<file path="src/rtl/card_dealer_pkg.sv">
// Shared constants, state encoding and LFSR step function for the card dealer.
package card_dealer_pkg;

  localparam int unsigned DECK_SIZE = 52;
  localparam int unsigned RANK_W    = 4;
  localparam int unsigned SUIT_W    = 2;
  localparam int unsigned CARD_W    = RANK_W + SUIT_W;

  // Galois feedback mask for x^16 + x^14 + x^13 + x^11 + 1 (right-shifting form)
  localparam logic [15:0] LFSR_TAPS = 16'hB400;

  typedef enum logic [1:0] {
    StFill = 2'd0,
    StShuf = 2'd1,
    StDeal = 2'd2
  } state_e;

  // One Galois step: shift right, fold the dropped bit back through the taps
  function automatic logic [15:0] lfsr_next(input logic [15:0] cur);
    logic [15:0] nxt;
    nxt = {1'b0, cur[15:1]};
    if (cur[0]) begin
      nxt = nxt ^ LFSR_TAPS;
    end
    return nxt;
  endfunction

endpackage

</file>
<file path="src/rtl/card_lfsr.sv">
// Free-running 16-bit Galois LFSR; an all-zero seed would lock up, so it becomes 1.
module card_lfsr
  import card_dealer_pkg::*;
(
  input  logic        clk,
  input  logic        rst_n,
  input  logic [15:0] seed,
  output logic [15:0] q
);

  logic [15:0] seed_nz;

  assign seed_nz = (seed == 16'h0000) ? 16'h0001 : seed;

  // Advance every cycle regardless of dealer state
  always_ff @(posedge clk or negedge rst_n) begin
    if (!rst_n) begin
      q <= seed_nz;
    end else begin
      q <= lfsr_next(q);
    end
  end

endmodule

</file>
<file path="src/rtl/card_dealer.sv">
// Card dealer: fills a 52-card deck, optionally Fisher-Yates shuffles it, then
// deals one card per pip request.
module card_dealer
  import card_dealer_pkg::*;
#(
  parameter logic [15:0] SEED       = 16'hACE1,
  parameter int unsigned SHUFFLE_EN = 1
) (
  input  logic              clk,
  input  logic              rst_n,
  input  logic              pip,
  input  logic              shuffle,
  output logic [RANK_W-1:0] number,
  output logic [SUIT_W-1:0] suits,
  output logic              empty,
  output logic              busy,
  output logic [5:0]        dealt
);

  localparam logic [5:0] LastIdx  = 6'(DECK_SIZE - 1);
  localparam logic [5:0] DeckFull = 6'(DECK_SIZE);

  state_e             state_q;
  logic [5:0]         fill_idx_q;
  logic [5:0]         shuf_idx_q;
  logic [5:0]         dealt_q;
  logic               empty_q;
  logic [RANK_W-1:0]  number_q;
  logic [SUIT_W-1:0]  suits_q;
  logic [CARD_W-1:0]  deck_q [DECK_SIZE];
  logic [15:0]        lfsr_q;
  logic [5:0]         rand_j;
  logic               swap_en;
  logic               deal_en;

  card_lfsr u_lfsr (
    .clk   (clk),
    .rst_n (rst_n),
    .seed  (SEED),
    .q     (lfsr_q)
  );

  assign rand_j  = lfsr_q[5:0];
  // Out-of-range draws (j > i) simply retry on the next LFSR value
  assign swap_en = (state_q == StShuf) && (rand_j <= shuf_idx_q);
  assign deal_en = (state_q == StDeal) && pip && !empty_q && (dealt_q < DeckFull);

  // Deck storage: sequential fill, then in-place swaps; no reset needed
  always_ff @(posedge clk) begin
    if (state_q == StFill) begin
      deck_q[fill_idx_q] <= {fill_idx_q[5:2] + 4'd1, fill_idx_q[1:0]};
    end else if (swap_en) begin
      deck_q[shuf_idx_q] <= deck_q[rand_j];
      deck_q[rand_j]     <= deck_q[shuf_idx_q];
    end
  end

  // Control FSM with registered deal outputs; shuffle request overrides everything
  always_ff @(posedge clk or negedge rst_n) begin
    if (!rst_n) begin
      state_q    <= StFill;
      fill_idx_q <= '0;
      shuf_idx_q <= LastIdx;
      dealt_q    <= '0;
      empty_q    <= 1'b0;
      number_q   <= '0;
      suits_q    <= '0;
    end else if (shuffle) begin
      state_q    <= StFill;
      fill_idx_q <= '0;
      dealt_q    <= '0;
      empty_q    <= 1'b0;
    end else begin
      unique case (state_q)
        StFill: begin
          fill_idx_q <= fill_idx_q + 6'd1;
          if (fill_idx_q == LastIdx) begin
            shuf_idx_q <= LastIdx;
            state_q    <= (SHUFFLE_EN != 0) ? StShuf : StDeal;
          end
        end
        StShuf: begin
          if (swap_en) begin
            shuf_idx_q <= shuf_idx_q - 6'd1;
            if (shuf_idx_q == 6'd1) begin
              state_q <= StDeal;
            end
          end
        end
        StDeal: begin
          if (deal_en) begin
            number_q <= deck_q[dealt_q][5:2];
            suits_q  <= deck_q[dealt_q][1:0];
            dealt_q  <= dealt_q + 6'd1;
            if (dealt_q == LastIdx) begin
              empty_q <= 1'b1;
            end
          end
        end
        default: state_q <= StFill;
      endcase
    end
  end

  assign number = number_q;
  assign suits  = suits_q;
  assign empty  = empty_q;
  assign dealt  = dealt_q;
  assign busy   = (state_q != StDeal);

endmodule

</file>
<file path="config.mk">
export PLATFORM = sky130hd
export DESIGN_NAME = card_dealer
export DESIGN_NICKNAME = d
export VERILOG_FILES = /design/src/rtl/card_dealer_pkg.sv /design/src/rtl/card_lfsr.sv /design/src/rtl/card_dealer.sv
export SDC_FILE = /design/constraint.sdc
export NUM_CORES = 1
export LEC_CHECK = 0
export CORE_AREA = 2 2 246 248
export DETAILED_ROUTE_END_ITERATION = 8
export DIE_AREA = 0 0 248 250
export PLACE_DENSITY_LB_ADDON = 0.12
export SETUP_SLACK_MARGIN = 0.3
export SKIP_LAST_GASP = 1
export SYNTH_ARGS = -nofsm -noshare
export SYNTH_HDL_FRONTEND = slang
export SYNTH_SLANG_ARGS = --single-unit
</file>
<file path="constraint.sdc">
create_clock -name clk -period 5.4 [get_ports clk]
set_input_delay 0.81 -clock clk [delete_from_list [all_inputs] [get_ports clk]]
set_output_delay 0.81 -clock clk [all_outputs]
set_load 0.01 [all_outputs]
</file>
==> impl_metrics.json, run 1 <==
{
  "cpPeakStageDelay_ns": 0.95,
  "start_kind": "register",
  "synth_area_leader_cell": "edfxtp_1",
  "outcome": "finished clean",
  "finalCritPeriodShare": 0.8000,
  "switching_share": 0.2451,
  "vias_per_cell": 6.859,
  "timing_hold_violations_final": 0,
  "drv_slew": 0,
  "antenna_found_initial": 6,
  "period_minus_slack_ns": 4.320,
  "clkPwrFrac": 0.450,
  "die_y_um": 250,
  "synthAdderAreaFrac": 0.006404,
  "clockRootBuffer": "clkbuf_16",
  "dp_hpwl_mm": 65.72,
  "wl_per_cell_um": 36.86,
  "powerDensity_nw_per_um2": 254.9,
  "hp-class": "reg2reg",
  "ys_ff_latch": 355,
  "grt_pass1_vias": 17250,
  "crit_chain": "ha_1 > nand4_1 > o21bai_1 > a31oi_4 > buf_4 > or4_1 > o31ai_1 > nand2_1 > o21ai_0",
  "yosys.cell_types.count": 76,
  "timing.rr.start": "u_lfsr.q[2]$_DFF_PN0_",
  "worstReg2RegEnd": "deck_q[13][4]$_DFFE_PP_",
  "worstMarginPinSlew_ns": 1.258,
  "portBuffers": 17,
  "antenna_left": 0,
  "cp_slowest_cell": "o21ai_0",
  "row_count": 90,
  "fillers": 5398,
  "dieArea_um2": 62000,
  "synth_common_cells": "mux2i_1, edfxtp_1, mux4_2",
  "relSlewSlack": 0.1596,
  "crit_buf_inv": 1,
  "firstDrtPassIters": 7,
  "synthFlopType": "edfxtp_1",
  "cts_resized": 0,
  "nets": 1744,
  "syn_to_final_growth_pct": 10.90,
  "ys_warn_count": 0,
  "internal-power_w": 0.005004,
  "required_ns": 5.59,
  "post-cts-setup-buffers": 0,
  "synth_top_family_by_area": "multiplexers",
  "synth_edf_count": 312,
  "grt_max_degree": 64,
  "synth_top_area_frac": 0.3996,
  "cpLargestDelayFamily": "compound AO/OA/AOI/OAI gates",
  "cts_tree": "built",
  "clockBufferDepth": 3,
  "grt_pass1_wl_mm": 134.3,
  "hold_slack_ns": 0.3545,
  "syn-num-nets": 1774,
  "clkTransAtPathRegs_ns": 0.06,
  "placed_cell_area_um2": 24590,
  "p_comb_frac": 0.091,
  "max_freq_mhz": 231.5,
  "start_util": 0.3936,
  "r2r_slack_ns": 1.08,
  "diodes": 0,
  "synth_area_leaders": "edfxtp_1, mux4_2, mux2i_1",
  "seq_area_frac_synth": 0.4462,
  "cts_sinks": 355,
  "route.detailed.drc": 0,
  "cts_buffers": 42,
  "grt-ovfl-total": 0,
  "htreeDepth": 2,
  "setup_viol": 0,
  "ir_worst_vdd_uv": 211.5,
  "finalWirelength_mm": 93.70,
  "yosysMostFrequentCell": "mux2i_1",
  "synthMuxAreaShare": 0.3520,
  "fin_util": 0.4365,
  "synthCells": 1758,
  "cap_violations": 0,
  "synth_compound_area_frac": 0.09420,
  "gp_congestion": 1.003,
  "cp-startpoint": "u_lfsr.q[2]$_DFF_PN0_",
  "syn_area_per_cell_um2": 13.34,
  "synth_area_um2": 23440,
  "reg2regPathDepth": 9,
  "cp_max_fo": 43,
  "multi_input_area_um2": 12050,
  "num_vias": 17440,
  "drive_above_1_share": 0.2358,
  "die_w_um": 248,
  "finClkSkew_ns": 0.02202,
  "min_to": "u_lfsr.q[6]$_DFF_PN1_",
  "final-seq-area_um2": 10480,
  "rsz0062_at_grt": "false",
  "switchingPower_w": 0.001625,
  "seqPwrFrac": 0.459,
  "async_reset_ff_frac": 0.1211,
  "worstPathArrival_ns": 4.51,
  "finalInstanceArea_um2": 26000,
  "critical_path_class": "reg2reg",
  "holdBufCountCts": 0,
  "min_from": "u_lfsr.q[7]$_DFF_PN1_",
  "clk_latency_ns": 0.59,
  "io_pins": 18,
  "core_um2": 59570,
  "hold_path_depth": 0,
  "grt_usage": 0.3056,
  "crit_path_end_kind": "register",
  "synth_xor_area_frac": 0.006351,
  "p_leak_nw": 10.25,
  "fin_setup_tns_ns": 0,
  "synth-simple-area-share": 0.05065,
  "drt_iter0_drc": 2214
}
-- layout by cell type (no fill, tap or decap), types with 9 or more instances in the layout --
master	Yosys	final
dfrtp_1	31	27
clkbuf_1	74	13
nor2b_1	14	13
clkdlybuf4s50_1	0	16
nor2_1	64	62
mux4_2	176	176
a31oi_1	17	16
mux2i_1	383	383
edfxtp_1	312	312
nand3_1	21	21
a221o_1	15	15
buf_4	15	89
xnor2_1	9	9
a221oi_1	25	25
a21oi_1	49	47
dfstp_2	12	10
inv_1	16	16
mux2_2	39	39
nor3_1	12	11
buf_12	0	9
nand2_1	90	88
o21ai_0	82	82
ha_1	12	12
a22oi_1	39	39
o221ai_1	15	15
clkbuf_16	0	45
-- power groups by stage --
stage	Combinational (W)	Sequential, W	Clock, W
after floorplan	0.000368	0.00308	0
after global placement	0.000584	0.00310	0
after detailed placement	0.000588	0.00310	0
after CTS	0.000591	0.00304	0.00303
after global routing	0.000629	0.00304	0.00312
final	0.000601	0.00304	0.00298
-- worst max-delay path by stage --
stage | end | slack [ns] | cells past startpoint
floorplan | deck_q[48][0]$_DFFE_PP_ | 1.41 | 13
global placement | deck_q[36][5]$_DFFE_PP_ | 1.24 | 9
detailed placement | deck_q[13][4]$_DFFE_PP_ | 1.18 | 9
CTS | deck_q[13][1]$_DFFE_PP_ | 1.18 | 9
global route | deck_q[42][2]$_DFFE_PP_ | 0.90 | 9
finish | deck_q[13][4]$_DFFE_PP_ | 1.08 | 9
-- layout make-up --
type	count	share of cell area
Tap cell	782	0.03763
Timing Repair Buffer	115	0.03898
Inverter	18	0.002599
Clock inverter	16	0.007940
Sequential cell	355	0.4032
Clock buffer	60	0.04625
Multi-Input combinational cell	1196	0.4634
-- cell families (layout without fill, tap and decap cells) --
family | Yosys count | after routing
mux | 599 | 599
flops | 355 | 355
compound gates | 318 | 318
simple gates | 250 | 250
buf+inv | 207 | 209
xor+xnor | 17 | 17
fa+ha+maj | 12 | 12
-- state kept, by name, indices dropped and copies added, names as in the netlist --
register    cells
empty           1
suits           2
state_q         2
fill_idx_q      6
number          4
shuf_idx_q      6
dealt           6
u_lfsr.q       16
deck_q        312
-- metal layers --
metal	track usage	vias to the layer above	wire length, µm
met4	0.1348	4	4658
met2	0.4592	1110	42170
met1	0.4203	9049	37390
met5	0	-	26
met3	0.07162	243	9456
li1	-	7029	-
-- worst reg2reg max path, stage by stage (launching register included) --
cell,delay (ns)
dfrtp_4,0.90
ha_1,0.39
nand4_1,0.14
o21bai_1,0.22
a31oi_4,0.21
buf_4,0.26
or4_1,0.42
o31ai_1,0.21
nand2_1,0.24
o21ai_0,0.95
-- stage by stage --
stage,std cells,power [W],setup WS (ns)
after global routing,2542,0.006793,0.8975
after floorplan,1758,0.003450,1.412
final,2542,0.006629,1.080
after global placement,2466,0.003681,1.240
after CTS,2542,0.006661,1.178
after detailed placement,2466,0.003686,1.177
Power figures use the tool's default switching activity.
==> inputs of run 2 (changes only) <==
==> constraint.sdc (replaced) <==
create_clock -name clk -period 3.9 [get_ports clk]
set_input_delay 0.585 -clock clk [delete_from_list [all_inputs] [get_ports clk]]
set_output_delay 0.585 -clock clk [all_outputs]
set_load 0.01 [all_outputs]
==> run 2 against run 1 <==
Net effect:
- maximum frequency increased by 20%
- clock power increased by 28%
- first-iteration DRC count grew 28%
- count of clock-buffer cells in the layout is 1 higher
- final area grew 3.4%
- final cell count grew 3.8%
- routed wire length up 3.8%
- worst hold slack lost 0.17 ns
- highest routed layer unchanged
==> impl_metrics.json, run 2 (synthesis gave the netlist of run 1 again) <==
{
  "outcome": "finished clean",
  "clockBufferDepth": 3,
  "max_flop_register": "deck_q",
  "fillers": 5351,
  "hp-class": "in2async",
  "core_um2": 59570,
  "die_y_um": 250,
  "timing.rr.start": "u_lfsr.q[0]$_DFF_PN1_",
  "cp_max_fo": 19,
  "route.detailed.drc": 0,
  "clkTransAtPathRegs_ns": 0.06,
  "fin_setup_tns_ns": 0,
  "clockRootBuffer": "clkbuf_16",
  "holdBufCountCts": 0,
  "required_ns": 4.21,
  "gp_congestion": 1.004,
  "relSlewSlack": 0.2965,
  "final_common_cell": "mux2i_1",
  "htreeDepth": 2,
  "rsz0062_at_grt": "true",
  "io_pins": 18,
  "p_total_w": 0.008955,
  "crit_path_end_kind": "register",
  "max_freq_mhz": 277.9,
  "finalWirelength_mm": 97.30,
  "cts_tree": "built",
  "timing_hold_violations_final": 0,
  "worstMarginPinSlew_ns": 1.050,
  "start_util": 0.3936,
  "powerDensity_nw_per_um2": 333.2,
  "worstPathArrival_ns": 3.91,
  "start_kind": "register",
  "setup_viol": 0,
  "hold_slack_ns": 0.1851,
  "portBuffers": 17,
  "firstDrtPassIters": 6,
  "finalInstanceArea_um2": 26880,
  "antenna_left": 0,
  "drt_iter0_drc": 2829,
  "grt_max_degree": 53,
  "vias_per_cell": 6.832,
  "clk_latency_ns": 0.59,
  "top_regs": "deck_q (312), u_lfsr.q (16)",
  "final-seq-area_um2": 10480,
  "wl_per_cell_um": 36.88,
  "critical_path_class": "reg2reg",
  "dp_hpwl_mm": 69.24,
  "largest_reg_flops": 312,
  "p_leak_nw": 10.76,
  "finalCritPeriodShare": 0.9227,
  "antenna_found_initial": 8,
  "cap_violations": 0,
  "grt_pass1_vias": 17760,
  "finClkSkew_ns": 0.03159,
  "die_w_um": 248,
  "nets": 1837,
  "cts_sinks": 355,
  "final_cell_mix": "mux2i_1, edfxtp_1, mux4_2",
  "num_vias": 18020,
  "grt_usage": 0.3154,
  "cts_buffers": 43,
  "cp-startpoint": "u_lfsr.q[0]$_DFF_PN1_",
  "placed_cell_area_um2": 25470,
  "dieArea_um2": 62000,
  "row_count": 90,
  "drive_above_1_share": 0.2846,
  "grt_pass1_wl_mm": 138.1,
  "multi_input_area_um2": 12130,
  "period_minus_slack_ns": 3.599,
  "syn_to_final_growth_pct": 14.64,
  "ir_worst_vdd_uv": 340.9,
  "drv_slew": 0,
  "grt-ovfl-total": 0
}
[run 2: cell count changes in the layout (fill, tap and decap cells not counted), sizes merged]
cell | before | now
buf | 99 | 191
bufinv | 5 | 0
clkbuf | 60 | 61
clkinv | 11 | 18
diode | 0 | 1
[run 2: final timing paths]
path / end / slack [ns] / cells past startpoint
worst max-delay path: deck_q[3][4]$_DFFE_PP_ / 0.30 / 8
worst min-delay path: u_lfsr.q[4]$_DFF_PN0_ / 0.19 / 1
worst max register to register: deck_q[3][4]$_DFFE_PP_ / 0.30 / 8
worst min register to register: u_lfsr.q[11]$_DFF_PN1_ / 0.35 / 0
max in group asynchronous: dealt[1]$_DFFE_PN0P_ / 2.94 / 1
min in group clk: u_lfsr.q[11]$_DFF_PN1_ / 0.35 / 0
[run 2: cell type report]
class,count,area share
multi-input cells,1196,0.4514
flip-flops and latches,355,0.3901
repair buffers,207,0.07128
clock buffers,61,0.04488
well taps,782,0.03641
clock inverters,18,0.003399
inverters,18,0.002514
diodes,1,0.00009311
[run 2: per-layer routing]
layer	wire, µm	part of all wire	global-route usage	vias to the layer above
met4	4261	0.044	0.1216	14
met5	79	0.00081	0	-
met3	10500	0.11	0.08162	248
met1	39240	0.40	0.4392	9304
met2	43230	0.44	0.4703	1225
li1	-	-	-	7231
[run 2: what timing repair did]
item,CTS,global route
buffers inserted,3,3
endpoints found under the setup margin,89,172
gates cloned,0,0
gates resized for setup,2,7
pin swaps,1,1
[run 2: power by group]
part / total (W) / internal (W) / switching, W
clock: 0.00380 / 0.00215 / 0.00165
combinational: 0.000934 / 0.000339 / 0.000595
sequential: 0.00422 / 0.00418 / 0.0000415
[run 2: worst max-delay path: stages (launching register included)]
cell and delay (ns):
dfstp_4 0.79, buf_4 0.38, mux4_2 0.58, nand3_1 0.17, o211ai_1 0.33, o41ai_4 0.45
buf_4 0.21, buf_4 0.26, mux2i_1 0.12
[run 2: through the flow]
stage / setup slack (ns) / instances / util
global route: 0.2843 / 2637 / 0.4511
global placement: 0.01809 / 2552 / 0.4276
floorplan: 0.2200 / 1758 / -
finish: 0.3013 / 2638 / 0.4512
detailed placement: 0.02862 / 2552 / 0.4276
CTS: 0.3067 / 2634 / 0.4502
